### config.mk
export PLATFORM = sky130hd
export DESIGN_NAME = alarm_timer
export DESIGN_NICKNAME = d
export VERILOG_FILES = /design/src/rtl/alarm_timer_pkg.sv /design/src/rtl/alarm_timer_bcd60_counter.sv /design/src/rtl/alarm_timer.sv
export SDC_FILE = /design/constraint.sdc
export NUM_CORES = 1
export LEC_CHECK = 0
export CORE_UTILIZATION = 59
export CTS_CLUSTER_SIZE = 10
export DETAILED_ROUTE_END_ITERATION = 10
export HOLD_SLACK_MARGIN = 0.02
export PLACE_DENSITY = 0.87
export SLEW_MARGIN = 10
export SYNTH_ARGS = -nofsm -noshare
export SYNTH_HDL_FRONTEND = slang
export SYNTH_SLANG_ARGS = --single-unit
### constraint.sdc
create_clock -name clk -period 2.91 [get_ports clk]
set_clock_uncertainty 0.1 [all_clocks]
set_input_delay 0.582 -clock clk [delete_from_list [all_inputs] [get_ports clk]]
set_output_delay 0.582 -clock clk [all_outputs]
set_load 0.02 [all_outputs]
### src/rtl/alarm_timer_pkg.sv
// Shared definitions for the alarm timer: FSM encodings, BCD digit limits and
// the two-digit 00..59 value type used for both minutes and seconds.
package alarm_timer_pkg;

    localparam logic [1:0] ST_IDLE  = 2'd0;
    localparam logic [1:0] ST_RUN   = 2'd1;
    localparam logic [1:0] ST_PAUSE = 2'd2;
    localparam logic [1:0] ST_ALARM = 2'd3;

    localparam logic [2:0] TENS_MAX = 3'd5;
    localparam logic [3:0] ONES_MAX = 4'd9;

    typedef struct packed {
        logic [2:0] tens;
        logic [3:0] ones;
    } bcd60_t;

    function automatic logic bcd60_is(input bcd60_t v, input logic [3:0] ones);
        return (v.tens == 3'd0) && (v.ones == ones);
    endfunction

endpackage

### src/rtl/alarm_timer_bcd60_counter.sv
// Two-digit BCD counter wrapping 00..59 in both directions; borrow flags a
// decrement applied at 00 so the next field up can be decremented too.
module bcd60_counter
    import alarm_timer_pkg::*;
(
    input  logic   clk,
    input  logic   rst,
    input  logic   inc,
    input  logic   dec,
    input  logic   clr,
    output bcd60_t value,
    output logic   borrow
);

    assign borrow = dec && !clr && bcd60_is(value, 4'd0);

    // Clear wins over decrement, decrement wins over increment.
    always_ff @(posedge clk) begin
        if (rst) begin
            value <= '0;
        end else if (clr) begin
            value <= '0;
        end else if (dec) begin
            if (value.ones == 4'd0) begin
                value.ones <= ONES_MAX;
                value.tens <= (value.tens == 3'd0) ? TENS_MAX : value.tens - 3'd1;
            end else begin
                value.ones <= value.ones - 4'd1;
            end
        end else if (inc) begin
            if (value.ones == ONES_MAX) begin
                value.ones <= 4'd0;
                value.tens <= (value.tens == TENS_MAX) ? 3'd0 : value.tens + 3'd1;
            end else begin
                value.ones <= value.ones + 4'd1;
            end
        end
    end

endmodule

### src/rtl/alarm_timer.sv
// Countdown mm:ss timer with start/pause, clear, IDLE-only time setting and a
// timed alarm that ends on its own or on acknowledge.
module alarm_timer
    import alarm_timer_pkg::*;
#(
    parameter int CLK_FREQ   = 100_000_000,
    parameter int ALARM_SECS = 10
) (
    input  logic       clk,
    input  logic       rst,
    input  logic       btn_start,
    input  logic       btn_clear,
    input  logic       btn_set_min,
    input  logic       btn_set_sec,
    output logic [2:0] minutes_tens,
    output logic [3:0] minutes_ones,
    output logic [2:0] seconds_tens,
    output logic [3:0] seconds_ones,
    output logic       running,
    output logic       alarm
);

    localparam int PRE_W  = (CLK_FREQ > 2) ? $clog2(CLK_FREQ) : 1;
    localparam int ACNT_W = (ALARM_SECS > 1) ? $clog2(ALARM_SECS) : 1;
    localparam logic [PRE_W-1:0]  PRE_LAST  = PRE_W'(CLK_FREQ - 1);
    localparam logic [PRE_W-1:0]  PRE_ONE   = PRE_W'(1);
    localparam logic [ACNT_W-1:0] ACNT_LAST = ACNT_W'(ALARM_SECS - 1);
    localparam logic [ACNT_W-1:0] ACNT_ONE  = ACNT_W'(1);

    logic [1:0]        state, state_next;
    logic [PRE_W-1:0]  prescaler, prescaler_next;
    logic [ACNT_W-1:0] alarm_cnt, alarm_cnt_next;

    bcd60_t minutes, seconds;
    logic   tick, time_zero, time_one;
    logic   set_ok, sec_inc, min_inc, sec_dec, sec_borrow, min_borrow;

    assign tick      = (prescaler == PRE_LAST);
    assign time_zero = bcd60_is(minutes, 4'd0) && bcd60_is(seconds, 4'd0);
    assign time_one  = bcd60_is(minutes, 4'd0) && bcd60_is(seconds, 4'd1);

    // Set buttons only act in IDLE and lose to start/clear in the same cycle.
    assign set_ok  = (state == ST_IDLE) && !btn_clear && !btn_start;
    assign sec_inc = set_ok && btn_set_sec;
    assign min_inc = set_ok && btn_set_min;
    assign sec_dec = (state == ST_RUN) && tick && !btn_clear && !btn_start;

    bcd60_counter u_seconds (
        .clk    (clk),
        .rst    (rst),
        .inc    (sec_inc),
        .dec    (sec_dec),
        .clr    (btn_clear),
        .value  (seconds),
        .borrow (sec_borrow)
    );

    bcd60_counter u_minutes (
        .clk    (clk),
        .rst    (rst),
        .inc    (min_inc),
        .dec    (sec_borrow),
        .clr    (btn_clear),
        .value  (minutes),
        .borrow (min_borrow)
    );

    always_comb begin
        state_next     = state;
        prescaler_next = prescaler;
        alarm_cnt_next = alarm_cnt;
        case (state)
            ST_IDLE: begin
                prescaler_next = '0;
                alarm_cnt_next = '0;
                if (!btn_clear && btn_start && !time_zero) begin
                    state_next = ST_RUN;
                end
            end
            ST_RUN: begin
                if (btn_clear) begin
                    state_next     = ST_IDLE;
                    prescaler_next = '0;
                end else if (btn_start) begin
                    state_next = ST_PAUSE;
                end else begin
                    prescaler_next = tick ? '0 : prescaler + PRE_ONE;
                    // A minutes underflow would mean 00:00 was passed; treat it as expiry too.
                    if (tick && (time_one || min_borrow)) begin
                        state_next = ST_ALARM;
                    end
                end
            end
            ST_PAUSE: begin
                if (btn_clear) begin
                    state_next     = ST_IDLE;
                    prescaler_next = '0;
                end else if (btn_start) begin
                    state_next = ST_RUN;
                end
            end
            ST_ALARM: begin
                if (btn_clear || btn_start) begin
                    state_next     = ST_IDLE;
                    prescaler_next = '0;
                    alarm_cnt_next = '0;
                end else begin
                    prescaler_next = tick ? '0 : prescaler + PRE_ONE;
                    if (tick) begin
                        if (alarm_cnt == ACNT_LAST) begin
                            state_next     = ST_IDLE;
                            prescaler_next = '0;
                            alarm_cnt_next = '0;
                        end else begin
                            alarm_cnt_next = alarm_cnt + ACNT_ONE;
                        end
                    end
                end
            end
            default: begin
                state_next     = ST_IDLE;
                prescaler_next = '0;
                alarm_cnt_next = '0;
            end
        endcase
    end

    // Status flags are registered from the next state so they line up with the digits.
    always_ff @(posedge clk) begin
        if (rst) begin
            state     <= ST_IDLE;
            prescaler <= '0;
            alarm_cnt <= '0;
            running   <= 1'b0;
            alarm     <= 1'b0;
        end else begin
            state     <= state_next;
            prescaler <= prescaler_next;
            alarm_cnt <= alarm_cnt_next;
            running   <= (state_next == ST_RUN);
            alarm     <= (state_next == ST_ALARM);
        end
    end

    assign minutes_tens = minutes.tens;
    assign minutes_ones = minutes.ones;
    assign seconds_tens = seconds.tens;
    assign seconds_ones = seconds.ones;

endmodule

## Yosys cells after proc, flatten, opt, wreduce, memory -nomap -nowiden

Cells that the tools add are included.

- Word-level logic and storage cells: 113
- Input port bits: 6
- Register bits after elaboration: 49

- Equality and inequality tests: 17
- Add/subtract/negate cells: 10
- Reduce and logical (&&, ||, !) cells: 39
- Multiplexer cells: 38

Operators with widths:

| kind | number |
|---|---|
| 27-bit 2-to-1 mux | 7 |
| 27-bit case mux with 4 select lines | 1 |
| 4-bit 2-to-1 mux | 7 |
| 7-bit 2-to-1 mux | 4 |
| 27-bit by 1-bit adder with 27-bit output, second input constant | 1 |
| 27-bit equality test, second input constant | 1 |
| 3-bit 2-to-1 mux | 8 |
| 1-bit logical AND | 19 |
| 2-bit 2-to-1 mux | 9 |
| 4-bit by 1-bit adder with 4-bit output, second input constant | 3 |
| 4-bit equality test, second input constant | 3 |
| 2-bit nonzero test | 5 |
| 4-bit logical NOT | 2 |
| 2-bit case mux with 4 select lines | 1 |
| 4-bit case mux with 2 select lines | 1 |
| 4-bit by 1-bit subtractor with 4-bit output, second input constant | 2 |
| 3-bit by 1-bit adder with 3-bit output, second input constant | 2 |
| 2-bit equality test, second input constant | 3 |
| 3-bit equality test, second input constant | 2 |
| 3-bit logical NOT | 2 |
| 2-bit != test, second input constant | 3 |
| 3-bit != test, second input constant | 2 |
| 3-bit AND reduction | 2 |
| 3-bit by 1-bit subtractor with 3-bit output, second input constant | 2 |
| other kinds (7) | 12 |

## Longest topological paths before layout

- Word-level depth: 15
- Gate-level depth with buffers: 8
- Gate-level depth less buffers: 7

## Modules after synthesis

From an unflattened synthesis, not the netlist that was laid out.

- Cells, all modules: 372
- Area, all modules: 2974.1 µm²

By module, submodules not included:

| module | seq. area each (µm²) | cells an instance | instances | area each (µm²) |
|---|---|---|---|---|
| alarm_timer | 700.7 | 248 | 1 | 1968.1 |
| bcd60_counter | 140.1 | 62 | 2 | 503.0 |

## Worst setup path before layout

Ideal clock, no wire load.

- Path type: input to register
- Start point: input btn_clear
- End point: register u_seconds.value[4] (netlist name)
- Data arrival time: 2.161 ns
- Cell stages on the path: 6
- Slack: 0.509 ns
- Required time: 2.670 ns
- Buffers on the path: 1
- Library setup time: 0.140 ns
- Cell sequence: clkbuf_1 or4b_1 or4_1 nor3_1 or2_2 a31oi_1

- Cells in the longest elaborated chain, start to end: 6
- Elaborated cells between the ends (all ways): 12
- Classes of those cells: eq/ne: 1; mux: 1; reduce/logical: 10

RTL lines:

| what | line | source |
|---|---|---|
| start: declaration | alarm_timer.sv:12 | `input logic btn_clear,` |
| 1-bit logical NOT | alarm_timer.sv:43, alarm_timer.sv:46 |  |
| 1-bit logical AND (2 in series) | alarm_timer.sv:43 | `assign set_ok = (state == ST_IDLE) && !btn_clear && !btn_start;` |
| 1-bit logical AND | alarm_timer.sv:44 | `assign sec_inc = set_ok && btn_set_sec;` |
| 2-bit nonzero test (no line) | - |  |
| 3-bit AND reduction (no line) | - |  |
| end: declaration | alarm_timer_bcd60_counter.sv:11 | `output bcd60_t value,` |

Several ways; a longest one is shown, not always the timed one.
A chain may end at the register's enable or synchronous reset.

## Worst setup path in the final report

- Start point: register prescaler[0]
- End point: register u_seconds.value[3] (netlist name)

- Cells in the longest elaborated chain, start to end: 5
- Elaborated cells between the ends (all ways): 6
- Classes of those cells: eq/ne: 1; mux: 1; reduce/logical: 4

RTL lines:

| what | line | source |
|---|---|---|
| start: declaration | alarm_timer.sv:31 | `logic [PRE_W-1:0] prescaler, prescaler_next;` |
| start signal: assignment | alarm_timer.sv:138 | `prescaler <= prescaler_next;` |
| 27-bit equality test * | alarm_timer.sv:38 | `assign tick = (prescaler == PRE_LAST);` |
| 1-bit logical AND * (3 in series) | alarm_timer.sv:46 | `assign sec_dec = (state == ST_RUN) && tick && !btn_clear && !btn_start;` |
| 7-bit 2-to-1 mux or 2-bit nonzero test (tied branches) | - |  |

Every way passes the cells marked *; elsewhere a longest branch is shown, timed or not.

==> impl_metrics.ini <==
[status]
outcome = finished clean

[pwr]
max-vdd-ir-drop_uv = 277
power_mw = 1.17
p_leak_nw = 1.12
p_per_area_mw_per_mm2 = 340

[global_route]
grt_max_degree = 15
track_usage_pct = 27.7
grt_pass1_vias = 2718
gr-total-overflow = 0
grt_first_pass_wirelength_um = 11800
antenna_found_initial = 0

[worst_setup_path]
worst_setup_path_end_kind = flip-flop
cp_data_arrival_time_ns = 2.66
crit_fanout = 9
cp.required_ns = 3.04
crit_type = flip-flop to flip-flop
worstSetupStartpointType = flip-flop

[sta]
finalSetupViolations = 0
holdWs_ns = 0.413
fin_crit_sh_pct = 87.1
fin_ws_ns = 0.375
clock.fmax_mhz = 394
relSlewSlack_pct = 55.0
hold_viol_final = 0
fin_crit_ns = 2.53
drv_slew = 0
fin_tns_setup_ns = 0
tightest_slew_ns = 0.670
rsz0062_at_grt = false

[routing]
routed_via_density = 6.32
vias = 2950
dr.pass1.iters = 4
routed_wl_um = 7180
remaining_drc_errors = 0
drt_iter0_drc = 231
antenna_left = 0
avgRoutedWirePerCell_um = 15.4

[place]
gp_congestion = 0.902
dpl.hpwl_um = 4990
port_buffers = 21
dp_cells = 459
pre_cts_slack_ns = 0.0720
post_dp_cell_area_mm2 = 0.00334

[logic_synthesis]
syn-num-nets = 392
ys_dominant_reg_cell = dfxtp_1
synth-seq-cells = 49
yosys_warnings = 0
synthCells = 381
synth-edff-count = 0
avgSynthCellArea_um2 = 8.03
yosys.cell_types.count = 68
synth_area_mm2 = 0.00306
ys_async_sr_fraction_pct = 0
yosysSeqAreaShare_pct = 32.1

[worst_hold_path]
hp-class = flip-flop to flip-flop

[floorplan]
dieWidth_um = 74.0
num_rows = 25
ios = 22
die-area_mm2 = 0.00547
die_height_um = 74.0
start_util_pct = 63.1
core-area_mm2 = 0.00485

[clocking]
cts_setup_buffers = 0
post_cts_resized = 0
cts_made_buffers = 5
cts_tree = built
clock-sinks = 49
clk_path_buf_depth = 2
ctsHtreeMaxLevel = 2
path_clk_slew_ns = 0.09
clk_latency_ns = 0.31
cts_hold_buf = 0
cts-root-buf = clkbuf_8

[layout]
syn2layout_area_growth_pct = 12.6
final_cell_mix = 49 x dfxtp_1, 39 x nor2_1, 28 x nand2_1
fin_area_mm2 = 0.00344
final_util_pct = 71.0
nNetsFinal = 410
n_antenna_cell = 0
final_layout_size_suffix_gt1_share_pct = 8.50
final_common_cell = dfxtp_1
instances_no_fill = 467

[job]
cap_violations = 0
synth_stat cells (6+ instances only):
cell type	n	area, um2
dfxtp_1	49	981
nor2_1	39	146
nand2_1	28	105
nand4_1	20	125
a21oi_1	18	90.1
nand3_1	17	85.1
o21ai_0	16	80.1
clkbuf_1	15	56.3
nor3_1	15	75.1
xor2_1	14	123
and3_1	10	62.6
nor4_1	10	62.6
a211oi_1	8	60.1
xnor2_1	8	70.1
inv_1	7	26.3
or4_1	6	45.0
final timing paths:
check                startpoint                  to  slack [ns]  cells after the start
max                prescaler[0]  u_seconds.value[3]        0.38                      6
min          u_seconds.value[6]  u_seconds.value[6]        0.41                      2
max reg2reg        prescaler[0]  u_seconds.value[3]        0.38                      6
min reg2reg  u_seconds.value[6]  u_seconds.value[6]        0.41                      2
metal layers:
layer / share of wire [%] / up-vias / track usage [%] / wire length, um
li1: - / 1467 / - / -
met1: 45 / 1393 / 34.5 / 3260
met4: 1.4 / 0 / 10.7 / 102
met3: 4.2 / 12 / 5.83 / 304
met2: 49 / 78 / 47.0 / 3510
met5: 0 / - / 0 / 0
sequential cells by signal, indices dropped and copies added, names as in the netlist:
name and flops:
prescaler 27, u_seconds.value 7, u_minutes.value 7, alarm 1, state 2, alarm_cnt 4, running 1
where the power goes:
part / internal [mW] / switching [mW] / leakage [nW]
logic: 0.0237 / 0.0299 / 0.669
registers: 0.672 / 0.00489 / 0.395
clock network: 0.215 / 0.227 / 0.0542
final cells by class:
cell class,instances,area (um2)
fillers,403,1410
inverters,7,26.3
repair buffers,31,285
multi-input cells,305,1970
clock inverters,1,5.00
flip-flops and latches,49,981
well taps,67,83.8
clock buffers,7,96.3
critical path: stages (launching register included):
cell,delay (ns)
dfxtp_1,0.42
ha_1,0.34
nand2_1,0.15
nor4_4,0.58
nand4_2,0.25
or3_1,0.35
a311oi_1,0.25
cells by family (layout without fill, tap and decap cells):
kind of cell | count (synthesis) | count (layout) | share of synthesized area, %
compound gates | 75 | 75 | 16.4
xor+xnor | 22 | 22 | 6.30
fa+ha+maj | 5 | 5 | 2.05
buf+inv | 27 | 46 | 3.64
flops | 49 | 49 | 32.1
mux | 5 | 5 | 1.72
simple gates | 198 | 198 | 37.8
Power figures use the tool's default switching activity.
